<file path="src/rtl/hit_event_queue_if.sv">
// Bundle between hit_event_queue and its producer/consumer: detector decisions in,
// FWFT strike FIFO head and status out.
interface hit_event_queue_if #(
    parameter int FIFO_DEPTH = 8,
    parameter int TS_WIDTH   = 13
);
    localparam int CW = $clog2(FIFO_DEPTH) + 1;

    logic                  sample;
    logic [2:0]            note_code;
    logic                  rd_en;
    logic                  clr_ovf;
    logic [3+TS_WIDTH-1:0] rd_data;
    logic                  empty;
    logic [CW-1:0]         count;
    logic                  overflow;

    modport master (
        output sample, note_code, rd_en, clr_ovf,
        input  rd_data, empty, count, overflow
    );

    modport slave (
        input  sample, note_code, rd_en, clr_ovf,
        output rd_data, empty, count, overflow
    );
endinterface

</file>
<file path="src/rtl/hit_event_queue.sv">
// Debounces tone-detector decisions into timestamped strikes and queues them in a FWFT FIFO.
// Optional irq output enabled by defining HIT_EVENT_IRQ_EN.
//   state    | meaning
//   QUIET    | idle, waiting for a non-silent decision
//   CONFIRM  | counting identical decisions toward CONFIRM_N
//   HOLD     | strike emitted, note still sounding
//   COOLDOWN | refractory period after release, decisions ignored
module hit_event_queue #(
    parameter int CONFIRM_N  = 2,
    parameter int COOLDOWN_N = 3,
    parameter int FIFO_DEPTH = 8,
    parameter int TS_WIDTH   = 13
) (
    input  logic             clk_i,
    input  logic             rst_n_i,
    hit_event_queue_if.slave bus
`ifdef HIT_EVENT_IRQ_EN
    ,
    input  logic             irq_en_i,
    output logic             irq_o
`endif
);
    localparam int AW = $clog2(FIFO_DEPTH);
    localparam int PW = AW + 1;
    localparam int EW = 3 + TS_WIDTH;
    localparam logic [3:0] CONFIRM_V = 4'(CONFIRM_N);
    localparam logic [3:0] COOL_V    = 4'(COOLDOWN_N);

    typedef enum logic [1:0] {QUIET, CONFIRM, HOLD, COOLDOWN} state_t;

    state_t                state_q, state_d;
    logic [2:0]            cand_q, cand_d;
    logic [3:0]            run_q, run_d;
    logic [3:0]            cool_q, cool_d;
    logic [TS_WIDTH-1:0]   ts_q;
    logic [PW-1:0]         wr_q, rd_q;
    logic [EW-1:0]         rd_data_q;
    logic                  overflow_q;
    logic [EW-1:0]         mem_q [FIFO_DEPTH];

    logic [2:0]            note;
    logic                  push;
    logic                  pop;
    logic                  full;
    logic                  empty;
    logic                  push_ok;
    logic                  drop;
    logic [PW-1:0]         count;
    logic [PW-1:0]         wr_next, rd_next;
    logic [EW-1:0]         push_data;

    // Codes 5-7 are not valid bars and count as silence.
    assign note = (bus.note_code > 3'd4) ? 3'd0 : bus.note_code;

    always_comb begin
        state_d = state_q;
        cand_d  = cand_q;
        run_d   = run_q;
        cool_d  = cool_q;
        push    = 1'b0;
        if (bus.sample) begin
            unique case (state_q)
                QUIET: begin
                    if (note != 3'd0) begin
                        cand_d = note;
                        run_d  = 4'd1;
                        if (CONFIRM_N == 1) begin
                            push    = 1'b1;
                            state_d = HOLD;
                        end else begin
                            state_d = CONFIRM;
                        end
                    end
                end
                CONFIRM: begin
                    if (note == 3'd0) begin
                        state_d = QUIET;
                    end else if (note == cand_q) begin
                        run_d = run_q + 4'd1;
                        if (run_q + 4'd1 == CONFIRM_V) begin
                            push    = 1'b1;
                            state_d = HOLD;
                        end
                    end else begin
                        cand_d = note;
                        run_d  = 4'd1;
                    end
                end
                HOLD: begin
                    if (note == 3'd0) begin
                        cool_d  = COOL_V;
                        state_d = (COOLDOWN_N == 0) ? QUIET : COOLDOWN;
                    end else if (note != cand_q) begin
                        cand_d = note;
                        run_d  = 4'd1;
                        if (CONFIRM_N == 1) push = 1'b1;
                        else                state_d = CONFIRM;
                    end
                end
                COOLDOWN: begin
                    cool_d = (cool_q == 4'd0) ? 4'd0 : cool_q - 4'd1;
                    if (cool_q <= 4'd1) state_d = QUIET;
                end
                default: state_d = QUIET;
            endcase
        end
    end

    assign push_data = {cand_d, ts_q};
    assign count     = wr_q - rd_q;
    assign empty     = (wr_q == rd_q);
    assign full      = (count == PW'(FIFO_DEPTH));
    assign pop       = bus.rd_en & ~empty;
    // A simultaneous pop frees a slot, so a push into a full FIFO still lands.
    assign push_ok   = push & (~full | pop);
    assign drop      = push & full & ~pop;
    assign wr_next   = wr_q + PW'(push_ok);
    assign rd_next   = rd_q + PW'(pop);

    always_ff @(posedge clk_i or negedge rst_n_i) begin
        if (!rst_n_i) begin
            state_q    <= QUIET;
            cand_q     <= '0;
            run_q      <= '0;
            cool_q     <= '0;
            ts_q       <= '0;
            wr_q       <= '0;
            rd_q       <= '0;
            rd_data_q  <= '0;
            overflow_q <= 1'b0;
        end else begin
            state_q <= state_d;
            cand_q  <= cand_d;
            run_q   <= run_d;
            cool_q  <= cool_d;
            if (bus.sample) ts_q <= ts_q + TS_WIDTH'(1);
            wr_q <= wr_next;
            rd_q <= rd_next;
            // Registered head; when the new head is the entry being written this edge, bypass it.
            if (wr_next != rd_next)
                rd_data_q <= (rd_next == wr_q) ? push_data : mem_q[rd_next[AW-1:0]];
            if (drop)             overflow_q <= 1'b1;
            else if (bus.clr_ovf) overflow_q <= 1'b0;
        end
    end

    always_ff @(posedge clk_i) begin
        if (push_ok) mem_q[wr_q[AW-1:0]] <= push_data;
    end

    assign bus.rd_data  = rd_data_q;
    assign bus.empty    = empty;
    assign bus.count    = count;
    assign bus.overflow = overflow_q;

`ifdef HIT_EVENT_IRQ_EN
    logic irq_q;
    always_ff @(posedge clk_i or negedge rst_n_i) begin
        if (!rst_n_i) irq_q <= 1'b0;
        else          irq_q <= irq_en_i & ~empty;
    end
    assign irq_o = irq_q;
`endif
endmodule

</file>
<file path="src/flat_wrapper.sv">
// flat-port wrapper written by rule: the top's interface ports become plain ports
module hit_event_queue_flat 
#(
    parameter int CONFIRM_N  = 2,
    parameter int COOLDOWN_N = 3,
    parameter int FIFO_DEPTH = 8,
    parameter int TS_WIDTH   = 13
)
  (clk_i, rst_n_i, bus_sample, bus_note_code, bus_rd_en, bus_clr_ovf, bus_rd_data, bus_empty, bus_count, bus_overflow);
  hit_event_queue_if #(.FIFO_DEPTH(FIFO_DEPTH), .TS_WIDTH(TS_WIDTH)) bus_i ();
  input  logic clk_i;
  input  logic rst_n_i;
  input wire logic [$bits(bus_i.sample)-1:0] bus_sample;
  input wire logic [$bits(bus_i.note_code)-1:0] bus_note_code;
  input wire logic [$bits(bus_i.rd_en)-1:0] bus_rd_en;
  input wire logic [$bits(bus_i.clr_ovf)-1:0] bus_clr_ovf;
  output wire logic [$bits(bus_i.rd_data)-1:0] bus_rd_data;
  output wire logic [$bits(bus_i.empty)-1:0] bus_empty;
  output wire logic [$bits(bus_i.count)-1:0] bus_count;
  output wire logic [$bits(bus_i.overflow)-1:0] bus_overflow;
  assign bus_i.sample = bus_sample;
  assign bus_i.note_code = bus_note_code;
  assign bus_i.rd_en = bus_rd_en;
  assign bus_i.clr_ovf = bus_clr_ovf;
  assign bus_rd_data = bus_i.rd_data;
  assign bus_empty = bus_i.empty;
  assign bus_count = bus_i.count;
  assign bus_overflow = bus_i.overflow;
  hit_event_queue #(.CONFIRM_N(CONFIRM_N), .COOLDOWN_N(COOLDOWN_N), .FIFO_DEPTH(FIFO_DEPTH), .TS_WIDTH(TS_WIDTH)) u_core (.clk_i(clk_i), .rst_n_i(rst_n_i), .bus(bus_i));
endmodule
</file>
<file path="config.mk">
export PLATFORM = sky130hd
export DESIGN_NAME = hit_event_queue_flat
export DESIGN_NICKNAME = d
export VERILOG_FILES = /design/src/rtl/hit_event_queue_if.sv /design/src/rtl/hit_event_queue.sv /design/src/flat_wrapper.sv
export SDC_FILE = /design/constraint.sdc
export NUM_CORES = 1
export LEC_CHECK = 0
export ABC_AREA = 1
export BUFFER_PORTS_ARGS = -buffer_cell sky130_fd_sc_hd__buf_4
export CORE_MARGIN = 2
export CORE_UTILIZATION = 66
export DETAILED_ROUTE_END_ITERATION = 16
export PLACE_DENSITY = 0.84
export SLEW_MARGIN = 10
export SYNTH_ARGS = -nofsm -noshare
export SYNTH_HDL_FRONTEND = slang
export SYNTH_SLANG_ARGS = --single-unit
export TNS_END_PERCENT = 10
</file>
<file path="constraint.sdc">
create_clock -name clk_i -period 5.4 [get_ports clk_i]
set_clock_uncertainty 0.2 [all_clocks]
set_input_delay 0.54 -clock clk_i [delete_from_list [all_inputs] [get_ports clk_i]]
set_output_delay 0.54 -clock clk_i [all_outputs]
set_load 0.05 [all_outputs]
</file>
==> results.toml <==
[outcome]
run_status = "finished clean"

[worst_setup_path]
arrival_ns = 4.20
required_ns = 5.52
crit_type = "register to register"
cp_max_fo = 20
startpoint_type = "register"
end_kind = "register"

[cts]
cts_resized = 0
clk_path_buf_depth = 2
cts_setup_buffers = 0
cts_buffers = 17
postCtsHoldBufs = 1
cts_tree = "done"
path_clk_slew_ns = 0.06
cts_num_sinks = 179
clock_latency_ns = 0.43
clockRootBuffer = "clkbuf_16"
htreeDepth = 4

[synthesis]
synth_top_area_cell = "edfxtp_1"
syn-num-nets = 729
synth_cells = 710
syn_area_per_cell_um2 = 10.8
synthesis.area_um2 = 7690
synth_top_cell_area_share = 0.500
synthArstFlopShare = 0.285
ys_seq_elements = 179
synth_cell_type_count = 30
synth_ff_type = "edfxtp_1"
yosys.cell_count.top_type = "nand2_1"
muxShareOfSynthArea = 0
synth_area_leaders = "edfxtp_1 50%, dfrtp_1 17%, nand2_1 6.7%"
synth-seq-area-share = 0.666
synth_compound_area_frac = 0.0854
synth_top_family_by_area = "simple AND/OR/NAND/NOR gates"
synth_xor_area_frac = 0.0304
yosys_warnings = 0
yosys.area_share.simple = 0.157
synth.top_cells.by_count = "137 x nand2_1, 128 x edfxtp_1, 90 x nor2_1, 74 x o21ai_0, 51 x dfrtp_1"
synth_fa_ha_area_frac = 0.0189
synth-edff-count = 128

[place]
hpwl_mm = 11.5
port_buffers = 29
gp_congestion = 0.945
placed_area_um2 = 8060
dp_slack_ns = 1.45

[pwr]
p_sw_frac = 0.445
ir_drop_v = 0.000818
switching_power_uw = 2580
clkPwrFrac = 0.217
intPower_uw = 3230
power_density_nw_per_um2 = 670
combPwrFrac = 0.454
seq_power_share = 0.329
cellLeakagePower_uw = 0.00340

[sta]
maxSlewHeadroom = 0.305
fmax_ghz = 0.245
hold_viol = 0
hold_ws_ns = 0.101
drv_slew = 0
setup_tns_ns = 0
tightestPinTransition_ns = 1.04
fin_crit_ns = 4.08
setup_ws_ns = 1.32
finalSetupViolCount = 0
rsz0062_at_grt = "no"
timing.final.crit_share = 0.755

[die]
chipHeight_um = 112
die_w_um = 112
die-area_um2 = 12500
io_pins = 30
initial_core_util = 0.673
fp-row-count = 39
core-area_um2 = 11400

[route]
drt-met1-wl_mm = 6.93
dr_wl_met3_mm = 1.59
antenna_left = 0
highest_layer = "met4"
first_pass_iters = 8
avgViaCountPerCell = 6.24
via_count = 5617
drt_drc_violations_left = 0
wl_per_cell_um = 20.6
met2_length_mm = 9.09
wl_mm = 18.5
drt_iter0_drc = 871

[finish]
design_area_um2 = 8680
areaGrowthSynthToFinish_pct = 12.9
final_util = 0.760
drive_gt1_frac = 0.107
n_antenna_cell = 0
fin_nets = 763

[global_route]
grt_pass1_vias = 5418
grt_overflow = 0
grt_antenna_before_repair = 0
grt_use_total = 0.307
grt_max_degree = 65
grt_pass1_wl_mm = 29.1

[hold_path]
hold_path_class = "input pin to register"

[job]
maxCapViolCount = 0
==> layout by cell type, fill, tap and decap left out, types with 3 or more instances in the layout <==
cell type / instances
clkinvlp_4: 3
ha_1: 10
o21ai_0: 74
inv_1: 50
nand4_1: 7
clkbuf_16: 17
clkinv_4: 5
xor2_1: 14
nand3_1: 48
nand2_1: 137
edfxtp_1: 128
dfrtp_1: 51
buf_4: 43
nor3_1: 7
xnor2_1: 9
nor2_1: 90
bufinv_16: 3
o22ai_1: 34
or2_1: 3
a21oi_1: 6
==> registers in the layout (all words and copies together), names as in the netlist <==
| name | flops |
|---|---|
| u_core.run_q | 4 |
| u_core.ts_q | 13 |
| u_core.cool_q | 4 |
| u_core.rd_q | 4 |
| u_core.cand_q | 3 |
| u_core.mem_q | 128 |
| u_core.wr_q | 4 |
| u_core.state_q | 2 |
| u_core.bus.rd_data | 16 |
| u_core.bus.overflow | 1 |
==> cell families after synthesis <==
| group | after synthesis |
|---|---|
| and+or+nand+nor | 294 |
| DFF | 179 |
| AOI/OAI and AO/OA | 120 |
| buffers and inverters | 81 |
| xor gates and xnor gates | 25 |
| adders and majority gates | 11 |
==> metrics by stage <==
stage / cells / total power (uW)
after CTS: 900 / 5770
after floorplan: 710 / 3720
final: 900 / 5810
after global routing: 900 / 6120
after detailed placement: 867 / 4510
after global placement: 867 / 4390
==> cell type report <==
cell class	count	area [um^2]
Sequential cell	179	5120
Fill cell	698	2740
Multi-Input combinational cell	450	2240
Clock buffer	17	425
Timing Repair Buffer	44	333
Inverter	52	195
Clock inverter	15	184
Tap cell	143	179
==> worst paths after layout <==
kind                                              start                            endpoint  slack, ns  cells after the start
min in group asynchronous                       rst_n_i     u_core.bus.overflow$_DFFE_PN0P_       0.51                      2
hold / removal                              bus_clr_ovf     u_core.bus.overflow$_DFFE_PN0P_       0.10                      2
setup / recovery               u_core.rd_q[2]$_DFF_PN0_  u_core.bus.rd_data[14]$_DFFE_PN0P_       1.32                     16
setup reg to reg               u_core.rd_q[2]$_DFF_PN0_  u_core.bus.rd_data[14]$_DFFE_PN0P_       1.32                     16
max in group asynchronous                       rst_n_i          u_core.ts_q[2]$_DFFE_PN0P_       4.04                      2
hold reg to reg            u_core.cool_q[3]$_DFFE_PN0P_        u_core.cool_q[3]$_DFFE_PN0P_       0.27                      2
==> critical path: stages, from the launching register on <==
cell,delay [ns]
dfrtp_1,0.46
inv_1,0.07
ha_1,0.36
nand3_1,0.12
nand2_1,0.13
inv_1,0.05
ha_1,0.21
ha_1,0.77
inv_1,0.14
nand2_1,0.09
nand4_1,0.10
nor2_1,0.14
nand2_1,0.42
inv_2,0.40
nand2_1,0.12
nand3_1,0.10
nand2_1,0.06
==> routing by layer <==
metal | vias up | global-route usage
met5 | - | 0
met4 | 0 | 0.163
met3 | 78 | 0.0588
met2 | 346 | 0.494
met1 | 2678 | 0.404
li1 | 2515 | -
==> power groups by stage <==
stage	logic, uW	clock network (uW)	registers (uW)
after floorplan	1630	0	2080
after global placement	2480	0	1910
after detailed placement	2580	0	1930
after CTS	2600	1270	1910
after global routing	2860	1330	1930
final	2640	1260	1910
No activity file was read; power rests on OpenSTA's default activity.
